### config.mk
export PLATFORM = sky130hd
export DESIGN_NAME = multicycle_controller
export DESIGN_NICKNAME = d
export VERILOG_FILES = /design/src/rtl/multicycle_controller.sv
export SDC_FILE = /design/constraint.sdc
export NUM_CORES = 1
export LEC_CHECK = 0
export ABC_AREA = 1
export CAP_MARGIN = 20
export CORE_ASPECT_RATIO = 0.75
export CORE_MARGIN = 2
export CORE_UTILIZATION = 40
export DETAILED_ROUTE_END_ITERATION = 10
export PLACE_DENSITY = 0.76
export SLEW_MARGIN = 20
export SYNTH_ARGS = -nofsm -noshare
export SYNTH_HDL_FRONTEND = slang
export SYNTH_SLANG_ARGS = --single-unit
### constraint.sdc
create_clock -name clk -period 2.2 [get_ports clk]
set_input_delay 0.44 -clock clk [delete_from_list [all_inputs] [get_ports clk]]
set_output_delay 0.44 -clock clk [all_outputs]
set_load 0.1 [all_outputs]
### src/rtl/multicycle_controller.sv
// Multi-cycle MIPS control unit: sequences FETCH/DECODE/EXEC/MEM/WB over a
// shared-ALU datapath, with req/ready memory handshakes and addi overflow handling.
module multicycle_controller #(
  parameter int ALU_CTL_W     = 3,
  parameter bit MEM_HANDSHAKE = 1'b1,
  parameter bit OVF_MODE      = 1'b0
) (
  input  logic                 clk,
  input  logic                 reset,
  input  logic [5:0]           opcode,
  input  logic [5:0]           funct,
  input  logic                 zero,
  input  logic                 overflow,
  input  logic                 imem_ready,
  input  logic                 dmem_ready,
  output logic                 imem_req,
  output logic                 dmem_req,
  output logic                 mem_write,
  output logic                 ir_write,
  output logic                 pc_write,
  output logic [1:0]           npc_sel,
  output logic [ALU_CTL_W-1:0] alu_ctl,
  output logic                 alu_src,
  output logic                 ext_op,
  output logic                 reg_write,
  output logic [1:0]           reg_dst,
  output logic [1:0]           reg_src,
  output logic                 illegal_op,
  output logic [2:0]           state
);

  typedef enum logic [2:0] {
    S_FETCH  = 3'd0,
    S_DECODE = 3'd1,
    S_EXEC   = 3'd2,
    S_MEM    = 3'd3,
    S_WB     = 3'd4
  } state_t;

  typedef enum logic [3:0] {
    OP_ADDU, OP_SUBU, OP_SLT, OP_JR, OP_ORI, OP_LUI, OP_LW, OP_SW,
    OP_BEQ, OP_ADDI, OP_ADDIU, OP_J, OP_JAL, OP_ILLEGAL
  } op_t;

  localparam logic [ALU_CTL_W-1:0] ALU_ADD = ALU_CTL_W'(0);
  localparam logic [ALU_CTL_W-1:0] ALU_SUB = ALU_CTL_W'(1);
  localparam logic [ALU_CTL_W-1:0] ALU_OR  = ALU_CTL_W'(2);
  localparam logic [ALU_CTL_W-1:0] ALU_LUI = ALU_CTL_W'(3);
  localparam logic [ALU_CTL_W-1:0] ALU_SLT = ALU_CTL_W'(4);

  state_t state_q, next_state;
  logic   ovf_q;
  op_t    op;
  logic   is_rtype;
  logic   imem_ok, dmem_ok;

  logic [ALU_CTL_W-1:0] op_alu_ctl;
  logic                 op_alu_src;
  logic                 op_ext_op;

  assign imem_ok  = !MEM_HANDSHAKE || imem_ready;
  assign dmem_ok  = !MEM_HANDSHAKE || dmem_ready;
  assign is_rtype = (op == OP_ADDU) || (op == OP_SUBU) || (op == OP_SLT);
  assign state    = state_q;

  always_comb begin
    op = OP_ILLEGAL;
    case (opcode)
      6'b000000: begin
        case (funct)
          6'b100001: op = OP_ADDU;
          6'b100011: op = OP_SUBU;
          6'b101010: op = OP_SLT;
          6'b001000: op = OP_JR;
          default:   op = OP_ILLEGAL;
        endcase
      end
      6'b001101: op = OP_ORI;
      6'b001111: op = OP_LUI;
      6'b100011: op = OP_LW;
      6'b101011: op = OP_SW;
      6'b000100: op = OP_BEQ;
      6'b001000: op = OP_ADDI;
      6'b001001: op = OP_ADDIU;
      6'b000010: op = OP_J;
      6'b000011: op = OP_JAL;
      default:   op = OP_ILLEGAL;
    endcase
  end

  // ALU setup for the current instruction; held through EXEC, MEM and WB.
  always_comb begin
    op_alu_ctl = ALU_ADD;
    op_alu_src = 1'b0;
    op_ext_op  = 1'b0;
    case (op)
      OP_SUBU:  op_alu_ctl = ALU_SUB;
      OP_SLT:   op_alu_ctl = ALU_SLT;
      OP_BEQ:   begin op_alu_ctl = ALU_SUB; op_ext_op = 1'b1; end
      OP_ORI:   begin op_alu_ctl = ALU_OR;  op_alu_src = 1'b1; end
      OP_LUI:   begin op_alu_ctl = ALU_LUI; op_alu_src = 1'b1; end
      OP_LW, OP_SW, OP_ADDI, OP_ADDIU: begin
        op_alu_src = 1'b1;
        op_ext_op  = 1'b1;
      end
      default: ;
    endcase
  end

  // NOTE: state and flag registers use non-blocking assignments so every
  // flop samples pre-edge values regardless of process ordering.
  always_ff @(posedge clk or posedge reset) begin
    if (reset) begin
      state_q <= S_FETCH;
      ovf_q   <= 1'b0;
    end else begin
      state_q <= next_state;
      if (state_q == S_EXEC)
        ovf_q <= (op == OP_ADDI) && overflow;
    end
  end

  always_comb begin
    // NOTE: every output gets a default first so no path can infer a latch.
    next_state = state_q;
    imem_req   = 1'b0;
    dmem_req   = 1'b0;
    mem_write  = 1'b0;
    ir_write   = 1'b0;
    pc_write   = 1'b0;
    npc_sel    = 2'b00;
    alu_ctl    = ALU_ADD;
    alu_src    = 1'b0;
    ext_op     = 1'b0;
    reg_write  = 1'b0;
    reg_dst    = 2'b00;
    reg_src    = 2'b00;
    illegal_op = 1'b0;

    case (state_q)
      S_FETCH: begin
        imem_req = 1'b1;
        if (imem_ok) begin
          ir_write   = 1'b1;
          pc_write   = 1'b1;
          next_state = S_DECODE;
        end
      end
      S_DECODE: begin
        case (op)
          OP_J: begin
            pc_write   = 1'b1;
            npc_sel    = 2'b10;
            next_state = S_FETCH;
          end
          OP_JAL: begin
            pc_write   = 1'b1;
            npc_sel    = 2'b10;
            reg_write  = 1'b1;
            reg_dst    = 2'b10;
            reg_src    = 2'b10;
            next_state = S_FETCH;
          end
          OP_JR: begin
            pc_write   = 1'b1;
            npc_sel    = 2'b11;
            next_state = S_FETCH;
          end
          OP_ILLEGAL: begin
            illegal_op = 1'b1;
            next_state = S_FETCH;
          end
          default: next_state = S_EXEC;
        endcase
      end
      S_EXEC: begin
        alu_ctl = op_alu_ctl;
        alu_src = op_alu_src;
        ext_op  = op_ext_op;
        if (op == OP_BEQ) begin
          pc_write   = zero;
          npc_sel    = 2'b01;
          next_state = S_FETCH;
        end else if (op == OP_LW || op == OP_SW) begin
          next_state = S_MEM;
        end else begin
          next_state = S_WB;
        end
      end
      S_MEM: begin
        alu_ctl   = op_alu_ctl;
        alu_src   = op_alu_src;
        ext_op    = op_ext_op;
        dmem_req  = 1'b1;
        mem_write = (op == OP_SW);
        if (dmem_ok)
          next_state = (op == OP_LW) ? S_WB : S_FETCH;
      end
      S_WB: begin
        alu_ctl    = op_alu_ctl;
        alu_src    = op_alu_src;
        ext_op     = op_ext_op;
        reg_write  = 1'b1;
        reg_dst    = is_rtype ? 2'b01 : 2'b00;
        reg_src    = (op == OP_LW) ? 2'b01 : 2'b00;
        next_state = S_FETCH;
        // Only addi traps; addiu results are always written back.
        if (op == OP_ADDI && ovf_q) begin
          if (OVF_MODE) begin
            reg_dst = 2'b11;
            reg_src = 2'b11;
          end else begin
            reg_write = 1'b0;
          end
        end
      end
      default: next_state = S_FETCH;
    endcase

    // Outputs are silent for the whole time reset is held.
    if (reset) begin
      imem_req   = 1'b0;
      dmem_req   = 1'b0;
      mem_write  = 1'b0;
      ir_write   = 1'b0;
      pc_write   = 1'b0;
      npc_sel    = 2'b00;
      alu_ctl    = ALU_ADD;
      alu_src    = 1'b0;
      ext_op     = 1'b0;
      reg_write  = 1'b0;
      reg_dst    = 2'b00;
      reg_src    = 2'b00;
      illegal_op = 1'b0;
    end
  end

endmodule
==> flow_metrics.tcl, run 1 <==
set metrics [dict create \
    port_buffers 38 \
    floorplan.rows 13 \
    die_x_um 55.5 \
    yosysTopAreaCell "nand2_1" \
    synth_adder_area_share_pct 0 \
    synth_top_area_share_pct 15.6 \
    syn_area_um2 796 \
    haltStage "detailed placement" \
    ys_seq_area_share_pct 12.6 \
    async_reset_ff_share_pct 100 \
    yosys_most_used_dff "dfrtp_1" \
    status "aborted with a tool error" \
    firstError "[ERROR DPL-0038] Utilization greater than 100%, impossible to legalize" \
    avgSynthCellArea_um2 5.17 \
    ios 39 \
    synthTopCellsByCount "nand2_1 (33), nor2_1 (29), inv_1 (24), nand3_1 (20)" \
    synth_xor_xnor_area_share_pct 0 \
    syn-num-nets 172 \
    place_congestion 0.950 \
    synthSimpleGateAreaFrac_pct 64.3 \
    synth_area_leaders "nand2_1 (16%), nor2_1 (14%), dfrtp_1 (13%), nand3_1 (13%), inv_1 (11%)" \
    syn_inst 154 \
    dieHeight_um 42.6 \
    synth_top_family_by_area "simple AND/OR/NAND/NOR gates" \
    synthMuxAreaShare_pct 0 \
    synth_compound_area_share_pct 7.55 \
    synth_warnings 0 \
    synth.distinct_cells 22 \
    start_util_pct 44.1 \
    synth_most_common_cell "nand2_1" \
    synth-edff-count 0 \
    ys_ff_latch 4 \
]
cells by family after synthesis:
group | Yosys count
buffers and inverters | 32
DFF | 4
and+or+nand+nor | 107
AOI/OAI and AO/OA | 11
stage by stage:
| step | cells | cell area [µm²] | setup TNS, ns |
|---|---|---|---|
| after global placement | 238 | 1830 | -5.41 |
| after floorplan | 154 | 1060 | -2.29 |
==> run 2, diff against run 1 <==
--- a/config.mk
+++ b/config.mk
@@ -7,11 +7,10 @@
 export LEC_CHECK = 0
 export ABC_AREA = 1
 export CAP_MARGIN = 20
-export CORE_ASPECT_RATIO = 0.75
-export CORE_MARGIN = 2
-export CORE_UTILIZATION = 40
+export CORE_AREA = 2 2 63 65
 export DETAILED_ROUTE_END_ITERATION = 10
-export PLACE_DENSITY = 0.76
+export DIE_AREA = 0 0 65 67
+export PLACE_DENSITY_LB_ADDON = 0.15
 export SLEW_MARGIN = 20
 export SYNTH_ARGS = -nofsm -noshare
 export SYNTH_HDL_FRONTEND = slang
==> run 2 against run 1 <==
Net effect: the flow now finishes, with violations (setup timing); synthesized area did not move; synthesized cell count did not move.
==> flow_metrics.tcl, run 2 <==
set metrics [dict create \
    ir_worst_vdd_v 0.000218 \
    final-hold-violation-count 0 \
    cp_cell_sequence "buf_2, nor3_2, nand2_4, nand3_2, buf_4, nand2_2, inv_2, nand3_4, nand3b_1, a21oi_4, buf_12" \
    ys_seq_area_share_pct 12.6 \
    synth_top_area_share_pct 15.6 \
    grt-ovfl-total 0 \
    grt_usage_pct 15.5 \
    port_buffers 38 \
    design_area_um2 2230 \
    finalCritPeriodShare_pct 106 \
    yosysTopAreaCell "nand2_1" \
    start_util_pct 22.1 \
    slowest_delay_ns 0.24 \
    maxCapViolCount 0 \
    setup_viol 8 \
    ff_latch_area_um2 111 \
    synth_xor_xnor_area_share_pct 0 \
    placed_area_um2 1910 \
    cts_made_buffers 3 \
    switching_share_pct 55.8 \
    critPathSlowestCell "nor3_2" \
    worstPathArrival_ns 1.88 \
    worstReg2RegStart "state[1]" \
    synthSimpleGateAreaFrac_pct 64.3 \
    avgSynthCellArea_um2 5.17 \
    tightest_slew_ns 0.304 \
    dieHeight_um 67 \
    grt_start_max_net_pins 7 \
    ios 39 \
    async_reset_ff_share_pct 100 \
    worst_slack_ns -0.122 \
    tritoncts "done" \
    dieArea_um2 4360 \
    n_antenna_cell 0 \
    syn_area_um2 796 \
    switching_power_w 0.000709 \
    drtIter0Drc 37 \
    cts_buffer_depth 2 \
    hp-class "in2async" \
    clk_pin_slew_worst_paths_ns 0.04 \
    p_leak_nw 0.980 \
    syn-num-nets 172 \
    final_common_cell "buf_4" \
    htree_num_levels 1 \
    reg2reg_depth 7 \
    core_region_area_um2 3610 \
    synthMuxAreaShare_pct 0 \
    period_minus_slack_ns 2.32 \
    antenna_found_initial 0 \
    drive_gt1_share_pct 74.0 \
    multi_input_area_um2 942 \
    synth.distinct_cells 22 \
    critPathKind "in2out" \
    worstSetupStartpointType "primary input" \
    tns_ns -0.468 \
    synth_area_leaders "nand2_1 (16%), nor2_1 (14%), dfrtp_1 (13%), nand3_1 (13%), inv_1 (11%)" \
    synth_warnings 0 \
    grt_pass1_vias 1263 \
    drtAntennaViolNets 0 \
    synthTopCellsByCount "nand2_1 (33), nor2_1 (29), inv_1 (24), nand3_1 (20)" \
    clkLatencyLatePin_ns 0.22 \
    slew_headroom_pct 79.6 \
    synth_adder_area_share_pct 0 \
    comb_power_share_pct 74.0 \
    slew_violations 0 \
    violations "setup timing" \
    firstDrtPassIters 4 \
    power.share.clock_pct 12.8 \
    synth_compound_area_share_pct 7.55 \
    worstPathRequired_ns 1.76 \
    rr_endpoint "state[2]" \
    clockRootBuffer "clkbuf_8" \
    fin_skew_ns 0.00664 \
    largest_reg_flops 3 \
    syn_inst 154 \
    cp-end-kind "primary output" \
    grt_setup_unrepaired "yes" \
    r2r_slack_ns 0.64 \
    status "finished with violations" \
    grt_pass1_wl_um 5390 \
    die_x_um 65 \
    syn2layout_area_growth_pct 181 \
    floorplan.rows 22 \
    place_congestion 0.904 \
    n_fill_cell 313 \
    detail_route.wl_per_cell_um 11.4 \
    path_max_fanout 3 \
    ys_ff_latch 4 \
    drc 0 \
    synth_most_common_cell "nand2_1" \
    clock.fmax_mhz 431 \
    finalWirelength_um 3300 \
    synth_top_family_by_area "simple AND/OR/NAND/NOR gates" \
    cts_sinks 4 \
    yosys_most_used_dff "dfrtp_1" \
    final_cell_mix "buf_4 (47), nand2_2 (19), buf_12 (19)" \
    dr_total_vias 1306 \
    power_frac_seq_pct 13.2 \
    post-dp-hpwl_um 2610 \
    fin_nets 261 \
    synth-edff-count 0 \
    dpl_worst_slack_ns -0.629 \
    vias_per_cell 4.50 \
    power_density_nw_per_um2 569 \
    p_int_w 0.000562 \
]
## run 2: cell counts after synthesis
No cell type changed its count.
## run 2: cells by family after synthesis
kind of cell           Yosys count
DFF                              4
and+or+nand+nor                107
AOI/OAI and AO/OA               11
buffers and inverters           32
## run 2: layout make-up
cell class	instances	share of cell area, %
flip-flops and latches	4	4.99
repair buffers	85	42.2
multi-input cells	118	42.2
inverters	31	5.89
clock buffers	4	2.02
well taps	48	2.69
## run 2: power by group through the flow
stage | logic (W) | registers, W | clock network (W)
2_1_floorplan | 0.000446 | 0.000308 | 0
3_3_place_gp | 0.000882 | 0.000166 | 0
3_5_place_dp | 0.000886 | 0.000167 | 0
4_1_cts | 0.000910 | 0.000167 | 0.000164
5_1_grt | 0.000989 | 0.000175 | 0.000172
6_report | 0.000940 | 0.000168 | 0.000163
## run 2: timing repair
action	4_1_cts	5_1_grt
pin swaps	26	14
hold buffers	0	0
resized for setup	88	27
buffers inserted	12	3
setup endpoints to repair	16	13
## run 2: critical path, delay by kind of cell
family	cells	cell delay, ns
AOI/OAI and AO/OA	1	0.18
buffers and inverters	4	0.50
and+or+nand+nor	6	0.77
## run 2: worst max path at each step
stage	startpoint	end	cells after the start	slack (ns)
4_1_cts	opcode[5]	npc_sel[0]	12	-0.07
3_3_place_gp	opcode[1]	npc_sel[0]	12	-0.59
5_1_grt	opcode[4]	alu_ctl[2]	10	-0.20
3_5_place_dp	opcode[1]	npc_sel[0]	12	-0.63
6_report	funct[2]	npc_sel[0]	11	-0.12
2_1_floorplan	opcode[4]	alu_ctl[2]	9	-0.45
## run 2: through the flow
| step | power, W | std cells | utilization [%] | hold slack [ns] |
|---|---|---|---|---|
| detailed placement | 0.00105 | 271 | 53.0 | 0.520 |
| global route | 0.00134 | 290 | 61.9 | 0.464 |
| floorplan | 0.000754 | 154 | - | 0.246 |
| CTS | 0.00124 | 287 | 58.5 | 0.432 |
| finish | 0.00127 | 290 | 61.9 | 0.445 |
| global placement | 0.00105 | 271 | 53.0 | 0.521 |
## run 2: per-layer routing
metal | up-vias | part of all wire, % | GRT usage (%)
met4 | 0 | 1.2 | 4.26
met2 | 32 | 57 | 31.1
li1 | 669 | - | -
met1 | 601 | 38 | 16.9
met5 | - | 0 | 0
met3 | 4 | 3.8 | 1.86
(Power assumes the default switching activity.)
